--- src/rtl/lab_defs.sv ---
// Shared definitions for the button front end and the memory sequencer:
// FSM state encodings and default timing constants.
package lab_defs;

   localparam logic [1:0] IDLE_ENC         = 2'd0;
   localparam logic [1:0] PRESS_WAIT_ENC   = 2'd1;
   localparam logic [1:0] PRESSED_ENC      = 2'd2;
   localparam logic [1:0] RELEASE_WAIT_ENC = 2'd3;

   typedef enum logic [1:0] {
      ST_IDLE         = IDLE_ENC,
      ST_PRESS_WAIT   = PRESS_WAIT_ENC,
      ST_PRESSED      = PRESSED_ENC,
      ST_RELEASE_WAIT = RELEASE_WAIT_ENC
   } btn_state_t;

   localparam logic [31:0] DEF_DEBOUNCE_CYCLES = 32'd1_000_000;
   localparam logic [31:0] DEF_REPEAT_DELAY    = 32'd50_000_000;
   localparam logic [31:0] DEF_REPEAT_PERIOD   = 32'd10_000_000;

endpackage

--- src/rtl/button_pulse_gen_if.sv ---
// Button front-end signal bundle: raw pad in, strobe/level/count out.
interface button_pulse_gen_if;

   logic       btn_raw;
   logic       button;
   logic       btn_level;
   logic [7:0] press_cnt;

   modport master (output btn_raw, input button, input btn_level, input press_cnt);
   modport slave  (input btn_raw, output button, output btn_level, output press_cnt);

endinterface

--- src/rtl/sync_2ff.sv ---
// Single-bit two-flop synchroniser for asynchronous pad inputs.
module sync_2ff (
   input  logic clk_g,
   input  logic rst_n,
   input  logic d,
   output logic q
);

   logic s1_r;
   logic s2_r;

   // two-stage metastability filter, cleared by synchronous reset
   always_ff @(posedge clk_g) begin
      if (!rst_n) begin
         s1_r <= 1'b0;
         s2_r <= 1'b0;
      end else begin
         s1_r <= d;
         s2_r <= s1_r;
      end
   end

   assign q = s2_r;

endmodule

--- src/rtl/button_pulse_gen.sv ---
// Push-button conditioner: synchronise, debounce, one strobe per press.
// Optional auto-repeat while held is enabled by defining BTN_REPEAT_EN.
module button_pulse_gen
   import lab_defs::*;
#(
   parameter logic [31:0] DEBOUNCE_CYCLES = DEF_DEBOUNCE_CYCLES,
   parameter logic [31:0] REPEAT_DELAY    = DEF_REPEAT_DELAY,
   parameter logic [31:0] REPEAT_PERIOD   = DEF_REPEAT_PERIOD
) (
   input  logic              clk_g,
   input  logic              rst_n,
   button_pulse_gen_if.slave bus
);

   btn_state_t  state_r;
   logic [31:0] cnt_r;
   logic        button_r;
   logic        level_r;
   logic [7:0]  press_cnt_r;
   logic        s2_s;

   sync_2ff u_sync (
      .clk_g (clk_g),
      .rst_n (rst_n),
      .d     (bus.btn_raw),
      .q     (s2_s)
   );

`ifndef BTN_REPEAT_EN
   logic unused_repeat_cfg_s;
   assign unused_repeat_cfg_s = ^{REPEAT_DELAY, REPEAT_PERIOD};
`endif

   // debounce FSM; level is registered from the next state so it tracks state_r
   always_ff @(posedge clk_g) begin
      if (!rst_n) begin
         state_r     <= ST_IDLE;
         cnt_r       <= 32'd0;
         button_r    <= 1'b0;
         level_r     <= 1'b0;
         press_cnt_r <= 8'd0;
      end else begin
         button_r <= 1'b0;
         case (state_r)
            ST_IDLE: begin
               level_r <= 1'b0;
               cnt_r   <= 32'd0;
               if (s2_s) begin
                  state_r <= ST_PRESS_WAIT;
               end else begin
                  state_r <= ST_IDLE;
               end
            end
            ST_PRESS_WAIT: begin
               if (!s2_s) begin
                  state_r <= ST_IDLE;
                  cnt_r   <= 32'd0;
                  level_r <= 1'b0;
               end else if (cnt_r == DEBOUNCE_CYCLES - 32'd1) begin
                  state_r     <= ST_PRESSED;
                  cnt_r       <= 32'd0;
                  level_r     <= 1'b1;
                  button_r    <= 1'b1;
                  press_cnt_r <= press_cnt_r + 8'd1;
               end else begin
                  state_r <= ST_PRESS_WAIT;
                  cnt_r   <= cnt_r + 32'd1;
                  level_r <= 1'b0;
               end
            end
            ST_PRESSED: begin
               level_r <= 1'b1;
               if (!s2_s) begin
                  state_r <= ST_RELEASE_WAIT;
                  cnt_r   <= 32'd0;
               end else begin
                  state_r <= ST_PRESSED;
`ifdef BTN_REPEAT_EN
                  // reload keeps later repeats REPEAT_PERIOD apart
                  if (cnt_r == REPEAT_DELAY - 32'd1) begin
                     cnt_r       <= REPEAT_DELAY - REPEAT_PERIOD;
                     button_r    <= 1'b1;
                     press_cnt_r <= press_cnt_r + 8'd1;
                  end else begin
                     cnt_r <= cnt_r + 32'd1;
                  end
`else
                  cnt_r <= 32'd0;
`endif
               end
            end
            ST_RELEASE_WAIT: begin
               if (s2_s) begin
                  state_r <= ST_PRESSED;
                  cnt_r   <= 32'd0;
                  level_r <= 1'b1;
               end else if (cnt_r == DEBOUNCE_CYCLES - 32'd1) begin
                  state_r <= ST_IDLE;
                  cnt_r   <= 32'd0;
                  level_r <= 1'b0;
               end else begin
                  state_r <= ST_RELEASE_WAIT;
                  cnt_r   <= cnt_r + 32'd1;
                  level_r <= 1'b1;
               end
            end
            default: begin
               state_r <= ST_IDLE;
               cnt_r   <= 32'd0;
               level_r <= 1'b0;
            end
         endcase
      end
   end

   assign bus.button    = button_r;
   assign bus.btn_level = level_r;
   assign bus.press_cnt = press_cnt_r;

endmodule

--- src/flat_wrapper.sv ---
// flat-port wrapper written by rule: the top's interface ports become plain ports
module button_pulse_gen_flat import lab_defs::*;
#(
   parameter logic [31:0] DEBOUNCE_CYCLES = DEF_DEBOUNCE_CYCLES,
   parameter logic [31:0] REPEAT_DELAY    = DEF_REPEAT_DELAY,
   parameter logic [31:0] REPEAT_PERIOD   = DEF_REPEAT_PERIOD
)
  (clk_g, rst_n, bus_btn_raw, bus_button, bus_btn_level, bus_press_cnt);
  button_pulse_gen_if bus_i ();
  input  logic clk_g;
  input  logic rst_n;
  input wire logic [$bits(bus_i.btn_raw)-1:0] bus_btn_raw;
  output wire logic [$bits(bus_i.button)-1:0] bus_button;
  output wire logic [$bits(bus_i.btn_level)-1:0] bus_btn_level;
  output wire logic [$bits(bus_i.press_cnt)-1:0] bus_press_cnt;
  assign bus_i.btn_raw = bus_btn_raw;
  assign bus_button = bus_i.button;
  assign bus_btn_level = bus_i.btn_level;
  assign bus_press_cnt = bus_i.press_cnt;
  button_pulse_gen #(.DEBOUNCE_CYCLES(DEBOUNCE_CYCLES), .REPEAT_DELAY(REPEAT_DELAY), .REPEAT_PERIOD(REPEAT_PERIOD)) u_core (.clk_g(clk_g), .rst_n(rst_n), .bus(bus_i));
endmodule
--- config.mk ---
export PLATFORM = sky130hd
export DESIGN_NAME = button_pulse_gen_flat
export DESIGN_NICKNAME = d
export VERILOG_FILES = /design/src/rtl/lab_defs.sv /design/src/rtl/button_pulse_gen_if.sv /design/src/rtl/sync_2ff.sv /design/src/rtl/button_pulse_gen.sv /design/src/flat_wrapper.sv
export SDC_FILE = /design/constraint.sdc
export NUM_CORES = 1
export LEC_CHECK = 0
export ABC_AREA = 1
export BUFFER_PORTS_ARGS = -buffer_cell sky130_fd_sc_hd__buf_4
export CAP_MARGIN = 20
export CORE_ASPECT_RATIO = 0.5
export CORE_MARGIN = 4
export CORE_UTILIZATION = 44
export CTS_BUF_LIST = sky130_fd_sc_hd__clkbuf_4
export DETAILED_ROUTE_END_ITERATION = 8
export PLACE_DENSITY = 0.7
export SLEW_MARGIN = 10
export SYNTH_ARGS = -nofsm -noshare
export SYNTH_HDL_FRONTEND = slang
export SYNTH_HIERARCHICAL = 1
export SYNTH_SLANG_ARGS = --single-unit
--- constraint.sdc ---
create_clock -name clk_g -period 1.6 [get_ports clk_g]
set_input_delay 0.08 -clock clk_g [delete_from_list [all_inputs] [get_ports clk_g]]
set_output_delay 0.08 -clock clk_g [all_outputs]
set_load 0.1 [all_outputs]
* Yosys cells after proc, flatten, opt, wreduce, memory -nomap -nowiden *
Cells that the tools add are included.

storage, ports and cells
  register bits = 46
  output and inout bits = 10
  word-level logic and storage cells = 33

cells by class
  $add $sub $neg = 2
  equal/unequal tests = 4
  multiplexer cells = 16
  reduce and logical (&&, ||, !) cells = 4

operator list
  kind                     count
  $mux W32                 3
  $pmux W32 S3             1
  $add A32 B1 Y32 const B  1
  $eq A32 B20 Y1 const B   1
  $add A8 B1 Y8 const B    1
  $mux W2                  4
  $pmux W2 S4              1
  $mux W1                  6
  $eq A2 B2 Y1 const B     2
  $pmux W1 S4              1
  $reduce_and A3 Y1        1
  $eq A2 B1 Y1 const B     1
  $logic_not A2 Y1         1
  $reduce_and A2 Y1        1
  $reduce_or A2 Y1         1

* Logic depth before layout (Yosys ltp) *
Gate-level depths: netlist of the first run.

  depth in word-level cells = 4
  gate-level depth with buffers = 11
  depth with buffers taken out = 10

* Hierarchy *
The synthesis of the first run kept the hierarchy.

modules (own cells, without submodules)
  module            instances  cells an instance  area an instance (um2)  sequential area each (um2)
  button_pulse_gen  1          403                2,501.1                 880.8
  sync_2ff          1          6                  55.1                    40.0

* Worst setup path after synthesis of the first run *
OpenSTA, ideal clock, no wires.

  path kind = reg-to-reg
  start point = reg u_core.press_cnt_r[1] (netlist: u_core/bus.press_cnt[1])
  end point = reg u_core.press_cnt_r[6] (netlist: u_core/bus.press_cnt[6])
  setup time = 0.110 ns
  arrival = 1.850 ns
  path slack = -0.361 ns
  cell stages (with the launch flop) = 7
  buffers on the path = 0
  period minus slack after synthesis = 1.961 ns
  path through = dfxtp_1 -> ha_1 -> nand3_1 -> nor3_1 -> nand4_1 -> nand2_1 -> nor2_1

on the way
  word-level cells in the longest chain between the ends = 1

RTL lines
  item                    RTL line                RTL
  start, declared         button_pulse_gen.sv:19  logic [7:0] press_cnt_r;
  start signal, assigned  button_pulse_gen.sv:64  press_cnt_r <= press_cnt_r + 8'd1;
  $add A8 B1 Y8           button_pulse_gen.sv:64

No other way between the ends.
A chain may end at the register's enable or synchronous reset.

* Final worst setup path of the first run *
  start point = reg u_core.cnt_r[1]
  end point = reg u_core.press_cnt_r[3] (netlist: u_core/bus.press_cnt[3])

on the way
  word-level cells in the longest chain between the ends = 2

RTL lines
  item                         RTL line                 RTL
  start, declared              button_pulse_gen.sv:16   logic [31:0] cnt_r;
  start signal, assigned       button_pulse_gen.sv:67   cnt_r <= cnt_r + 32'd1;
  start signal, assigned       button_pulse_gen.sv:103  cnt_r <= cnt_r + 32'd1;
  $eq A32 B20 Y1               button_pulse_gen.sv:59   end else if (cnt_r == DEBOUNCE_CYCLES - 32'd1) begin
  $reduce_and A3 Y1 (no line)  -

No other way between the ends.

==> impl_metrics.py, run 1 <==
metrics = {
    "run_status": {
        "status": "complete, no violations",
    },
    "critical_path": {
        "path_common_cell": "nand2_1",
        "rrSetupSlack_ns": 0.08,
        "critPathMaxFanout": 5,
        "slowest_stage": "dfxtp_2",
        "crit_chain": "ha_2 > nand3_2 > nor2_2 > nand2_1 > nor2_4 > buf_4 > nand3_1 > nand2_1 > inv_1 > nor2_1",
        "critical_path_buf_inv_count": 2,
        "cp_data_arrival_time_ns": 1.83,
        "slowest_delay_ns": 0.38,
        "cp_top_family": "simple AND/OR/NAND/NOR gates",
        "timing_worst_setup_path_type": "reg2reg",
        "cp-end-kind": "register",
        "crit_required_ns": 1.91,
        "crit_path_start_kind": "register",
    },
    "cells_and_area": {
        "drive_gt1_share_pct": 21.0,
        "design_area_um2": 3120,
        "instances_no_fill": 526,
        "diodes": 0,
        "fin_nets": 458,
        "synthToLayoutAreaGrowth_pct": 22.1,
    },
    "grt": {
        "grt_pass1_vias": 2246,
        "grt_busiest_layer": "met2",
        "grt_pass1_wl_um": 10100,
        "antenna_found_initial": 0,
        "grt_overflow": 0,
        "grt_use_total_pct": 18.1,
        "use_met3_pct": 3.77,
        "grt_max_degree": 15,
        "met2_usage_pct": 29.2,
        "grt_use_met1_pct": 25.2,
    },
    "route": {
        "vias": 2607,
        "drt_wl_total_um": 6350,
        "vias_per_cell": 4.96,
        "wire_per_inst_um": 12.1,
        "drt.antenna.violating_nets": 0,
        "initialDrtViolationCount": 198,
        "first_pass_iters": 4,
        "drc": 0,
    },
    "place": {
        "place_area_um2": 2900,
        "dpl.hpwl_um": 4720,
        "numPortBuffers": 12,
        "routabilityCongestion": 0.993,
        "dp.cells": 514,
    },
    "sta": {
        "timing.final.crit_share_pct": 95.3,
        "drv_slew": 0,
        "finalSetupViolations": 0,
        "tightest_slew_ns": 0.296,
        "slew_headroom_pct": 80.2,
        "tns_ns": 0,
        "fin_crit_ns": 1.52,
        "fin_skew_ns": 0.0167,
        "fmax_mhz": 656,
        "finalHoldViolations": 0,
        "rsz0062_at_grt": "yes",
        "hold_ws_ns": 0.431,
    },
    "die": {
        "die_height_um": 61.9,
        "io_pins": 13,
        "core_area_um2": 5560,
        "rows": 19,
        "dieWidth_um": 116,
        "dieArea_um2": 7170,
        "start_util_pct": 46.0,
    },
    "logic_synthesis": {
        "syn_inst": 409,
        "synth_top_family_by_area": "simple AND/OR/NAND/NOR gates",
        "synth_top_area_share_pct": 36.0,
        "yosysWarningCount": 6,
        "synth-edff-count": 0,
        "synth_area_leader_cell": "dfxtp_1",
        "ys_seq_area_share_pct": 36.0,
        "synth_mux_area_share_pct": 0,
        "syn-num-nets": 415,
        "synth_fa_ha_area_share_pct": 1.47,
        "synth-compound-area-share_pct": 2.45,
        "synthSimpleGateAreaFrac_pct": 47.0,
        "synth-main-ff-cell": "dfxtp_1",
        "synthTopCellsByArea": "dfxtp_1, nor2_1, nand2_1",
        "avgSynthCellArea_um2": 6.25,
        "synth_xor_area_share_pct": 2.74,
        "synthDistinctLibCells": 29,
        "synth_seq_cells": 46,
        "synthArstFlopShare_pct": 0,
        "syn-cell-area_um2": 2560,
    },
    "job": {
        "maxCapViolations": 0,
    },
    "clocking": {
        "cts_buffers": 5,
        "cts_sinks": 46,
        "postCtsSetupRepairBufs": 0,
        "insertion_delay_ns": 0.37,
        "htreeDepth": 2,
        "cts_tree": "yes",
        "clkTransAtPathRegs_ns": 0.14,
        "cts-root-buf": "clkbuf_4",
        "cts.path.max_buffers": 2,
    },
    "pwr": {
        "powerDensity_nw_per_um2": 613,
        "leakage_nw": 1.27,
        "ir_drop_mv": 0.361,
    },
    "hold_path": {
        "min_path_type": "reg2reg",
    },
}
path summary, 6_finish.rpt:
path,from,end,cells past startpoint
max,u_core/cnt_r[1],u_core/bus.press_cnt[3],10
min,u_core/u_sync/s1_r,u_core/u_sync/q,2
max reg2reg,u_core/cnt_r[1],u_core/bus.press_cnt[3],10
min reg2reg,u_core/u_sync/s1_r,u_core/u_sync/q,2
power by group:
part	leakage, nW	switching [W]	internal (W)
logic	0.852	0.0000141	0.0000126
clock network	0.0419	0.000391	0.000347
registers	0.379	0.00000166	0.00115
total	1.27	0.000406	0.00151
synthesized netlist by cell type, types with 4 or more instances:
cell     instances
nand3_1         32
nand4_1         10
dfxtp_1         46
inv_1           56
nor2_1         101
buf_2            4
a21oi_1          8
nand2_1         95
xor2_1           6
nor3b_1          4
nor3_1          17
tightest hold or removal path, cell delays in order (launching register included):
cell and delay (ns):
dfxtp_1 0.33, nand2_1 0.05, inv_1 0.03
cells by family (layout without fill, tap and decap cells):
group	count (synthesis)	count (layout)
xor gates and xnor gates	8	8
DFF	46	46
AOI/OAI and AO/OA	12	12
adders and majority gates	3	3
buffers and inverters	66	110
and+or+nand+nor	274	274
cell usage in the layout, fill, tap and decap left out, types with 2 or more instances in the layout:
cell type,n
buf_4,39
nor3_2,4
nor2_2,10
nor2_1,90
nor2_4,3
nor3_1,15
o21ai_0,2
nand3_2,3
nand3b_1,2
clkbuf_4,6
inv_2,4
xnor2_1,2
nor3_4,2
dlygate4sd3_1,3
xor2_1,6
inv_1,55
nand2_2,3
nor3b_1,4
nand4_1,10
nand3_1,30
a21oi_1,8
dfxtp_2,16
dfxtp_1,30
nand2_1,94
ha_1,2
registers in the layout, indices dropped and copies added (netlist names):
register	count
u_core/u_sync/s1_r	1
u_core/bus.btn_level	1
u_core/cnt_r	32
u_core/bus.press_cnt	8
u_core/state_r	2
u_core/bus.button	1
u_core/u_sync/q	1
metrics by stage:
| step | utilization, % | power, W | worst slack (ns) |
|---|---|---|---|
| after floorplan | - | 0.00119 | -0.0591 |
| final | 56.1 | 0.00191 | 0.0759 |
| after global placement | 52.2 | 0.00120 | 0.0360 |
| after global routing | 56.1 | 0.00199 | -0.0406 |
| after CTS | 54.3 | 0.00194 | 0.00708 |
| after detailed placement | 52.2 | 0.00120 | 0.0174 |
repair_timing:
| action | 4_1_cts | 5_1_grt |
|---|---|---|
| hold endpoints to repair | 10 | 0 |
| pin swaps | 0 | 5 |
| setup endpoints to repair | 3 | 33 |
| gates resized for setup | 1 | 36 |
| gates cloned | 0 | 1 |
| hold buffers | 3 | 0 |
cell type report:
cell class	count	area [µm²]
Timing Repair Buffer	43	334
Clock inverter	2	37.5
Sequential cell	46	941
Inverter	59	221
Clock buffer	6	45.0
Multi-Input combinational cell	297	1450
Fill cell	555	2440
Tap cell	73	91.3
metal layers:
layer  vias to the layer above  wire, µm
li1                       1357         -
met1                      1182      3190
met2                        60      2700
met3                         8       406
met4                         0        61
met5                         -         0
No activity file was read; power rests on OpenSTA's default activity.
==> run 2: changes to the inputs <==
--- a/config.mk
+++ b/config.mk
@@ -5,7 +5,6 @@
 export SDC_FILE = /design/constraint.sdc
 export NUM_CORES = 1
 export LEC_CHECK = 0
-export ABC_AREA = 1
 export BUFFER_PORTS_ARGS = -buffer_cell sky130_fd_sc_hd__buf_4
 export CAP_MARGIN = 20
 export CORE_ASPECT_RATIO = 0.5
@@ -13,7 +12,7 @@
 export CORE_UTILIZATION = 44
 export CTS_BUF_LIST = sky130_fd_sc_hd__clkbuf_4
 export DETAILED_ROUTE_END_ITERATION = 8
-export PLACE_DENSITY = 0.7
+export PLACE_DENSITY = 0.71
 export SLEW_MARGIN = 10
 export SYNTH_ARGS = -nofsm -noshare
 export SYNTH_HDL_FRONTEND = slang
==> run 2 against run 1 <==
The flow now finishes with violations (negative setup slack). Wire length rose by 3.8%. Maximum frequency fell by 19%. Sequential cell count unchanged. First-iteration DRC count is 9.1% lower. Clock power shrank 22%. Worst hold slack worse by 0.39 ns. Critical path depth decreased by 3. Sequential power about the same. Global-route usage is 2.0 points higher. Die area is 14% lower. Cell area is 2.4% higher. Highest routed layer unchanged.
==> impl_metrics.py, run 2 <==
metrics = {
    "clocking": {
        "cts_sinks": 46,
        "cts_buffers": 5,
        "htreeDepth": 2,
        "insertion_delay_ns": 0.37,
        "clkTransAtPathRegs_ns": 0.15,
        "cts_tree": "yes",
        "cts.path.max_buffers": 2,
        "cts-root-buf": "clkbuf_4",
    },
    "cells_and_area": {
        "final_common_cell": "buf_4",
        "synthToLayoutAreaGrowth_pct": 48.3,
        "drive_gt1_share_pct": 48.1,
        "design_area_um2": 3200,
        "top_register": "u_core/cnt_r",
        "mostFrequentLayoutCells": "buf_4, xor2_1, dfxtp_2",
        "post-route-util_pct": 70.2,
        "largest_reg_flops": 32,
        "diodes": 0,
        "fin_nets": 321,
    },
    "logic_synthesis": {
        "synth_top_area_share_pct": 42.7,
        "synth_top_family_by_area": "simple AND/OR/NAND/NOR gates",
        "synthDistinctLibCells": 37,
        "synth-main-ff-cell": "dfxtp_1",
        "synthArstFlopShare_pct": 0,
        "synth_fa_ha_area_share_pct": 1.74,
        "yosysWarningCount": 6,
        "syn_inst": 239,
        "synth_seq_cells": 46,
        "synth_commonest_cells": "dfxtp_1, nor2_1, xor2_1, nand2_1, nand4_1",
        "avgSynthCellArea_um2": 9.01,
        "syn-num-nets": 245,
        "yosysMostFrequentCell": "dfxtp_1",
        "synth_area_leader_cell": "dfxtp_1",
        "synthSimpleGateAreaFrac_pct": 34.7,
        "synth_mux_area_share_pct": 2.32,
        "synth-compound-area-share_pct": 3.83,
        "syn-cell-area_um2": 2150,
        "synth-edff-count": 0,
        "synth_xor_area_share_pct": 12.2,
        "synthTopCellsByArea": "dfxtp_1, xor2_1, nor2_1",
        "ys_seq_area_share_pct": 42.7,
    },
    "critical_path": {
        "timing_worst_setup_path_type": "reg2reg",
        "crit_required_ns": 1.88,
        "slowest_delay_ns": 0.45,
        "crit_path_start_kind": "register",
        "critPathMaxFanout": 16,
        "cp-end-kind": "register",
        "crit_chain": "nor4_4 > nand3_2 > or3_4 > nand4_1 > buf_6 > clkbuf_16 > nor2_1",
        "slowest_stage": "or3_4",
        "cp_top_family": "simple AND/OR/NAND/NOR gates",
        "cp_data_arrival_time_ns": 2.16,
        "critical_path_buf_inv_count": 2,
    },
    "grt": {
        "grt_use_total_pct": 20.1,
        "grt_pass1_vias": 2021,
        "grt_max_degree": 33,
        "grt_pass1_wl_um": 9730,
        "grt_overflow": 0,
        "antenna_found_initial": 0,
    },
    "sta": {
        "fin_skew_ns": 0.0144,
        "layout_setup_ws_ns": -0.283,
        "tightest_slew_ns": 0.333,
        "finalSetupViolations": 43,
        "tns_ns": -10.50,
        "fmax_mhz": 531,
        "fin_crit_ns": 1.88,
        "rsz0062_at_grt": "yes",
        "timing.final.crit_share_pct": 118,
        "finalHoldViolations": 0,
        "drv_slew": 0,
        "hold_ws_ns": 0.0377,
        "slew_headroom_pct": 77.4,
    },
    "route": {
        "drt.antenna.violating_nets": 0,
        "drc": 0,
        "vias_per_cell": 5.70,
        "vias": 2178,
        "wire_per_inst_um": 17.3,
        "drt_wl_total_um": 6590,
        "initialDrtViolationCount": 180,
        "first_pass_iters": 5,
    },
    "place": {
        "place_area_um2": 2790,
        "dpl.hpwl_um": 3940,
        "numPortBuffers": 12,
        "routabilityCongestion": 0.874,
    },
    "die": {
        "io_pins": 13,
        "start_util_pct": 47.3,
        "dieArea_um2": 6150,
        "die_height_um": 57.5,
        "dieWidth_um": 107,
        "core_area_um2": 4550,
        "rows": 17,
    },
    "run_status": {
        "status": "finished, violations left",
        "violations": "negative setup slack",
    },
    "pwr": {
        "leakage_nw": 1.20,
        "power.total_w": 0.00174,
        "ir_drop_mv": 0.544,
        "powerDensity_nw_per_um2": 545,
    },
    "job": {
        "maxCapViolations": 0,
    },
    "hold_path": {
        "min_path_type": "in2reg",
    },
}
[run 2: cell type report]
| class | instances | area, µm² |
|---|---|---|
| Multi-Input combinational cell | 184 | 1460 |
| Fill cell | 324 | 1360 |
| Sequential cell | 46 | 961 |
| Timing Repair Buffer | 74 | 621 |
| Tap cell | 66 | 82.6 |
| Clock buffer | 5 | 37.5 |
| Clock inverter | 3 | 21.3 |
| Inverter | 4 | 15.0 |
[run 2: worst paths after layout]
kind | endpoint | slack (ns) | cells past startpoint | start
worst max-delay path | u_core/cnt_r[15] | -0.28 | 7 | u_core/cnt_r[21]
worst max register to register | u_core/cnt_r[15] | -0.28 | 7 | u_core/cnt_r[21]
worst min register to register | u_core/u_sync/q | 0.45 | 1 | u_core/u_sync/s1_r
worst min-delay path | u_core/bus.press_cnt[3] | 0.04 | 2 | rst_n
[run 2: power by group]
group          switching, W  internal (W)  total [W]  leakage [nW]
Combinational     0.0000131     0.0000107  0.0000238         0.783
Sequential       0.00000176       0.00114    0.00114         0.385
Clock              0.000403      0.000172   0.000575        0.0312
Total              0.000418       0.00132    0.00174          1.20
[run 2: cells by family after synthesis]
logic type,Yosys count
muxes,5
xor gates and xnor gates,30
AOI/OAI and AO/OA,12
buffers and inverters,10
and+or+nand+nor,133
adders and majority gates,3
DFF,46
[run 2: through the flow]
step / setup WS (ns) / std cells
2_1_floorplan: -0.0563 / 239
3_5_place_dp: -0.242 / 365
5_1_grt: -0.371 / 382
4_1_cts: -0.208 / 375
3_3_place_gp: -0.201 / 365
6_report: -0.283 / 382
[run 2: layer usage]
layer	wire length (µm)	GRT usage (%)	part of all wire, %	up-vias
met3	489	4.29	7.4	18
met2	3160	34.1	48	113
li1	-	-	-	1002
met5	0	0	0	-
met1	2800	25.3	42	1045
met4	149	8.20	2.3	0
[run 2: worst register-to-register path: stages, from the launching register on]
cell	delay, ns
dfxtp_4	0.39
nor4_4	0.28
nand3_2	0.13
or3_4	0.45
nand4_1	0.15
buf_6	0.15
clkbuf_16	0.17
nor2_1	0.06
[run 2: what timing repair did]
item	in CTS	in global routing
buffers inserted	1	5
endpoints found under the hold margin	1	0
endpoints found under the setup margin	44	44
hold buffers	1	0
gates resized for setup	15	45
pin swaps	4	29
gates cloned	0	3
